File: config.mk
export PLATFORM = sky130hd
export DESIGN_NAME = reg_file_bypass
export DESIGN_NICKNAME = d
export VERILOG_FILES = /design/src/rtl/reg_file_bypass.sv
export SDC_FILE = /design/constraint.sdc
export NUM_CORES = 1
export LEC_CHECK = 0
export BUFFER_PORTS_ARGS = -buffer_cell sky130_fd_sc_hd__buf_2
export CAP_MARGIN = 20
export CELL_PAD_IN_SITES_DETAIL_PLACEMENT = 2
export CELL_PAD_IN_SITES_GLOBAL_PLACEMENT = 2
export CORE_ASPECT_RATIO = 1.1
export CORE_MARGIN = 5
export CORE_UTILIZATION = 43
export DETAILED_ROUTE_END_ITERATION = 10
export PLACE_DENSITY_LB_ADDON = 0.12
export SYNTH_ARGS = -nofsm -noshare
export SYNTH_HDL_FRONTEND = slang
export SYNTH_SLANG_ARGS = --single-unit
File: constraint.sdc
create_clock -name clk -period 1.5 [get_ports clk]
set_input_delay 0.15 -clock clk [delete_from_list [all_inputs] [get_ports clk]]
set_output_delay 0.15 -clock clk [all_outputs]
set_load 0.005 [all_outputs]
File: src/rtl/reg_file_bypass.sv
// reg_file_bypass: 2-read/1-write register file with pending-bit scoreboard and optional write forwarding
//   Build option: define RF_BYPASS_EN to forward a same-cycle write to matching read ports.
//   Ports:
//     clk, resetN               clock (rising edge) and async active-low reset
//     readAddr1/2               read port addresses
//     readData1/2               combinational read data
//     readBusy1/2               pending-reservation flag of the addressed register
//     writeEn/Addr/Data         write port, sampled at clk rising edge
//     reserveEn/Addr            marks a register pending, sampled at clk rising edge
//   ZERO_REG=1 hard-wires register 0 to zero (never written, reserved or forwarded).
module reg_file_bypass #(
  parameter int DATA_W   = 16,
  parameter int ADDR_W   = 3,
  parameter int ZERO_REG = 0
) (
  input  logic              clk,
  input  logic              resetN,
  input  logic [ADDR_W-1:0] readAddr1,
  input  logic [ADDR_W-1:0] readAddr2,
  output logic [DATA_W-1:0] readData1,
  output logic [DATA_W-1:0] readData2,
  output logic              readBusy1,
  output logic              readBusy2,
  input  logic              writeEn,
  input  logic [ADDR_W-1:0] writeAddr,
  input  logic [DATA_W-1:0] writeData,
  input  logic              reserveEn,
  input  logic [ADDR_W-1:0] reserveAddr
);
  localparam int DEPTH = 2 ** ADDR_W;
  logic [DATA_W-1:0] regs_q [DEPTH];
  logic [DEPTH-1:0]  pend_q, pend_d;
  logic              wr_ok, rsv_ok;
  logic [ADDR_W-1:0] ra [2];
  logic [DATA_W-1:0] rd [2];
  logic              rb [2];
  // Accesses to a hard-wired zero register are dropped entirely.
  assign wr_ok  = writeEn   && !(ZERO_REG != 0 && writeAddr   == '0);
  assign rsv_ok = reserveEn && !(ZERO_REG != 0 && reserveAddr == '0);
  // Reservation is applied after the write clear so a same-edge pair leaves the bit set.
  always_comb begin
    pend_d = pend_q;
    if (wr_ok) pend_d[writeAddr] = 1'b0;
    if (rsv_ok) pend_d[reserveAddr] = 1'b1;
  end
  always_ff @(posedge clk or negedge resetN) begin
    if (!resetN) begin
      for (int i = 0; i < DEPTH; i++) regs_q[i] <= '0;
      pend_q <= '0;
    end else begin
      if (wr_ok) regs_q[writeAddr] <= writeData;
      pend_q <= pend_d;
    end
  end
  assign ra[0] = readAddr1;
  assign ra[1] = readAddr2;
  for (genvar p = 0; p < 2; p++) begin : g_rd
    logic zero, fwd;
    assign zero = ZERO_REG != 0 && ra[p] == '0;
`ifdef RF_BYPASS_EN
    assign fwd = wr_ok && writeAddr == ra[p];
`else
    assign fwd = 1'b0;
`endif
    // Outputs are forced to zero while reset is held, which also blocks forwarding.
    assign rd[p] = (!resetN || zero) ? '0 : fwd ? writeData : regs_q[ra[p]];
    assign rb[p] = (!resetN || zero || fwd) ? 1'b0 : pend_q[ra[p]];
  end
  assign readData1 = rd[0];
  assign readData2 = rd[1];
  assign readBusy1 = rb[0];
  assign readBusy2 = rb[1];
endmodule
* Word-level counts from Yosys, hierarchy flattened
Index checks and enable logic that the tools add are counted.
Storage, ports and cells: bits in registers 136, output and inout bits 34, logic and storage cells 51
Cells by class: muxes and demuxes 23, bitwise logic cells 6, reduce and logical (&&, ||, !) cells 3, order comparisons 10
Operator list (count):
- $bwmux 128 | 1
- $mux 16 | 7
- $bmux 16 s3 | 2
- $demux 16 s3 | 1
- $lt 3x4->1 const B | 4
- $mux 8 | 2
- $ge 4x4->1 const B | 3
- $not 3->4 | 3
- $and 8x8->8 | 1
- $not 8->8 | 1
- $or 8x8->8 | 1
- $bmux 1 s3 | 2
- $demux 1 s3 | 2
- $ge 3x1->1 const B | 2
- $mux 1 | 6
- $lt 4x1->1 const B | 1
- $logic_and 1x1->1 | 3

* Logic depth before layout (Yosys ltp)
depth in word-level cells 9, depth in mapped cells 5, gate-level depth less buffers 3

* Worst setup path after synthesis
Ideal clock, no wire load.
kind in2reg, start input port writeAddr[1], end register regs_q[54] in the netlist's numbering, buffers on the path 2, stages on the path 5, slack 0.077 ns, data required time 1.375 ns, data arrival time 1.298 ns, cell sequence buf_6 -> nand2b_4 -> nor3b_4 -> buf_6 -> mux2_2
On the way: longest elaborated chain between the ends 6, elaborated cells on any way between the ends 7
Ends and longest elaborated chain:
- start: declaration | line 25 | input logic [ADDR_W-1:0] writeAddr,
- $not 3->4 (not written as such) * | line 51 | if (wr_ok) regs_q[writeAddr] <= writeData;
- $ge 4x4->1 (not written as such) or $lt 4x1->1 (tied branches) | line 51
- $logic_and 1x1->1 (not written as such) | line 51
- $mux 16 (not written as such) | line 51
- $demux 16 s3 * | line 51
- $bwmux 128 * | line 51
- end signal: indexed assignment | line 51
- end: declaration | line 31 | logic [DATA_W-1:0] regs_q [DEPTH];
Mark *: on every way between the ends. The rest lies on a longest branch, timed or not. A chain may end at the register's enable or synchronous reset.

* Worst setup path after layout
start register regs_q[73] in the netlist's numbering, end output port readData2[9]
On the way: longest elaborated chain between the ends 4
Ends and longest elaborated chain:
- $bmux 16 s3 | line 66 | assign rd[p] = (!resetN || zero) ? '0 : fwd ? writeData : regs_q[ra[p]];
- $mux 16 (not written as such) (2 in a row) | line 66
- $mux 16 | line 66
- end: declaration | line 21 | output logic [DATA_W-1:0] readData2,
Every way passes these cells. The select of a mux whose other input is x is not followed.

==> tab_implementation.tex <==
\begin{tabular}{lr}
\hline
Metric & Value \\
\hline
\multicolumn{2}{l}{\textbf{Timing}} \\
Worst-case setup margin in the final layout & -0.3266 ns \\
Total Neg Setup Slack & -8.985 ns \\
Final hold slack & 0.05594 ns \\
Unrepaired setup endpoints after global routing & yes \\
Number of failing hold endpoints at the final stage & 0 \\
Clock tree skew after final layout & 0 ns \\
Transition time at the pin with the least slew margin & 0.7043 ns \\
Final setup vio count & 34 \\
Ratio of final minimum period to clock period & 121.8\% \\
Achievable frequency & 547.5 MHz \\
Worst slew slack as a fraction of its limit & 52.89\% \\
Final Slew Violations & 0 \\
Final critical delay including setup and external delays & 1.827 ns \\
\multicolumn{2}{l}{\textbf{Yosys}} \\
Yosys warnings & 0 \\
Synthesized area per cell & 13.73 um2 \\
Unique cell type count in the Yosys netlist & 21 \\
Sequential area share after synthesis & 45.74\% \\
Number of register bits inferred by synthesis & 136 \\
Count of flip-flops with a built-in enable after synthesis & 0 \\
Main synth FF type & dfrtp\_1 \\
Instance count of the mapped netlist & 542 \\
Share of synthesized registers carrying an async set or reset & 100.0\% \\
Total nets after synthesis & 574 \\
Synthesized area & 0.007441 mm2 \\
\multicolumn{2}{l}{\textbf{Pwr}} \\
Power per cell area & 1366 mW/mm2 \\
Power share of the combinational group & 25.0\% \\
Static leakage power & 4.264 nW \\
Switching Fraction & 30.14\% \\
Total power draw & 13.16 mW \\
Design internal power & 9.197 mW \\
Maximum vdd drop & 0.9864 mV \\
Clock network power share & 35.2\% \\
Power share of the sequential group & 39.8\% \\
Switching pwr & 3.968 mW \\
\multicolumn{2}{l}{\textbf{Finish}} \\
Number of non-filler instances in the completed layout & 927 \\
Area growth syn-to-layout & 29.49\% \\
Antenna Diode Count & 0 \\
Share of layout cells above drive strength 1 & 64.94\% \\
Core Util, Final & 56.63\% \\
Area of all placed cells without fillers & 0.009635 mm2 \\
Net count of the finished layout & 712 \\
Filler Cells Inserted & 1,590 \\
\multicolumn{2}{l}{\textbf{Global routing}} \\
Maximum number of pins on one net before global-route repair & 27 \\
Met1 Use GR & 32.55\% \\
Most crowded layer after global routing & met2 \\
Vias in the first global route & 6,540 \\
Overall overflow remaining after global route & 0 \\
Met3 usage in global routing & 5.037\% \\
GRT met2 Usage & 50.47\% \\
Wire length of the first global-routing pass & 41.36 mm \\
Global routing usage summed across all routing layers & 28.10\% \\
Number of antenna violations at the first check in global routing & 0 \\
\multicolumn{2}{l}{\textbf{Floorplan}} \\
Starting density of the core & 43.73\% \\
Die width & 135.4 um \\
Row count & 50 \\
Core area & 0.01702 mm2 \\
Area of the die & 0.02004 mm2 \\
Boundary pin count & 66 \\
Die Span Y & 148.0 um \\
\multicolumn{2}{l}{\textbf{Min path}} \\
End point of the most critical hold path & regs\_q[127] \\
Worst hold path startpoint & writeData[15] \\
Cell count of the worst hold path & 2 \\
Hold Crit Class & in -> reg \\
\multicolumn{2}{l}{\textbf{Setup path}} \\
Req. time, crit path & 1.35 ns \\
Count of cells along the worst register-to-register path & 3 \\
Startpoint types & flip-flop \\
Total buffers and inverters traversed by the critical path & 2 \\
Sequence of cells on the critical path & mux4\_2 > inv\_2 > a221oi\_2 > buf\_2 \\
CP Max Fanout & 3 \\
R2R Path Start & pend\_q[0] \\
WP depth & 4 \\
Critical path endpoint category & output port \\
Register-to-register path setup slack & 0.29 ns \\
Reg2Reg Capture Point & pend\_q[0] \\
Worst stage delay on the critical path & 0.52 ns \\
WP data arrival & 1.68 ns \\
Type of the setup path with the least slack & reg -> out \\
Slowest library cell on the worst path & mux4\_2 \\
Family with the most delay on the worst path & multiplexers \\
\multicolumn{2}{l}{\textbf{Clocking}} \\
CTS buffer count & 17 \\
Worst skew pair latency & 0.44 ns \\
Clock transition at the register clock pins on the worst setup and hold paths after CTS & 0.06 ns \\
Number of buffers on the longest clock path & 2 \\
Clk Tree Root Cell & clkbuf\_16 \\
Number of H-tree levels & 4 \\
TritonCTS clock tree & done \\
CTS Sinks & 136 \\
\multicolumn{2}{l}{\textbf{Detailed routing}} \\
Number of remaining DRC errors & 0 \\
Detailed-route via count & 5,588 \\
First drt pass iteration count & 5 \\
Vias/cell & 6.028 \\
Remaining number of nets flagged by the antenna check after routing & 0 \\
Wire length after detailed routing & 27.84 mm \\
Average wire per standard cell & 30.03 um \\
Violation count after the first detailed-routing iteration & 321 \\
\multicolumn{2}{l}{\textbf{Placed design}} \\
Worst setup timing slack at the placement stage & -0.1854 ns \\
Post-detailed-placement half-perimeter wirelength & 16.00 mm \\
Placed Area & 0.008513 mm2 \\
Placer's final routability congestion estimate & 0.7701 \\
DP Cell Count & 867 \\
Number of buffers inserted by port buffering & 65 \\
\multicolumn{2}{l}{\textbf{Outcome}} \\
Failing checks & setup timing \\
Outcome & finished, violations left \\
\multicolumn{2}{l}{\textbf{Job}} \\
Max-cap violation count & 0 \\
\hline
\end{tabular}
[cell type report]
class | count | area, um2 | share of cell area (%)
clock buffer | 21 | 470.5 | 4.882
clock inverter | 11 | 170.2 | 1.766
inverter | 38 | 142.6 | 1.480
multi-input combinational | 329 | 3867 | 40.14
sequential | 136 | 3405 | 35.33
tap | 234 | 292.8 | 3.039
timing repair buffer | 158 | 1287 | 13.36
[power by group through the flow]
| stage | Clock, mW | Combinational [mW] | Sequential, mW |
|---|---|---|---|
| CTS | 4.68 | 3.14 | 5.15 |
| floorplan | 0 | 1.89 | 4.91 |
| global placement | 0 | 2.57 | 5.05 |
| global route | 4.87 | 3.50 | 5.30 |
| detailed placement | 0 | 2.73 | 5.18 |
| finish | 4.63 | 3.30 | 5.24 |
[synth_stat cells, types with 2 or more instances]
cell type | n | area, um2
o21ai_0 | 38 | 190.2
clkbuf_1 | 7 | 26.28
dfrtp_1 | 136 | 3403
o22ai_1 | 2 | 12.51
mux2_2 | 162 | 1824
a221oi_1 | 34 | 297.8
nand4b_2 | 3 | 45.04
nor2_1 | 2 | 7.510
buf_4 | 9 | 67.56
nor3_4 | 2 | 32.53
nand2_1 | 7 | 26.28
buf_2 | 18 | 90.09
buf_6 | 5 | 56.30
mux4_2 | 34 | 765.7
o32ai_1 | 2 | 17.52
inv_1 | 38 | 142.6
mux2i_1 | 34 | 340.3
nor3b_4 | 2 | 37.54
nand2b_1 | 5 | 31.28
[worst max path at each step]
stage | start | slack (ns) | end
6_report | regs_q[73] | -0.33 | readData2[9]
4_1_cts | regs_q[7] | -0.32 | readData2[7]
3_5_place_dp | readAddr2[2] | -0.19 | readData2[7]
5_1_grt | regs_q[9] | -0.39 | readData2[9]
3_3_place_gp | readAddr2[2] | -0.17 | readData2[2]
2_1_floorplan | writeAddr[1] | 0.08 | regs_q[54]
[cells in the final DEF, fill, tap and decap left out, drive strengths merged, types with 3 or more instances in the layout]
cell	instances
mux2	162
buf	144
dfrtp	136
inv	38
o21ai	38
mux2i	34
mux4	34
a221oi	34
clkbuf	22
dlygate4sd3	13
nand2	7
nand2b	6
bufinv	4
clkinv	4
nand4b	3
clkinvlp	3
[cell families after synthesis]
| logic type | synth area share [%] |
|---|---|
| mux | 39.38 |
| flops | 45.74 |
| buf+inv | 5.145 |
| compound gates | 6.962 |
| simple gates | 2.775 |
[metal layers]
metal / part of all wire [%] / vias to the layer above / wire length, um
li1: - / 2335 / -
met1: 39 / 3017 / 10780
met2: 54 / 164 / 15060
met3: 3.5 / 72 / 977
met4: 3.7 / 0 / 1021
met5: 0 / - / 0
[state kept, by name, summed over array words and instances, names as in the netlist]
name and flops:
regs_q 128, pend_q 8
[timing repair]
item	CTS	global route
hold buffers	13	0
setup endpoints to repair	34	34
resized for setup	74	4
buffers inserted	7	8
hold endpoints to repair	103	0
pin swaps	0	9
No activity file was read; power rests on OpenSTA's default activity.
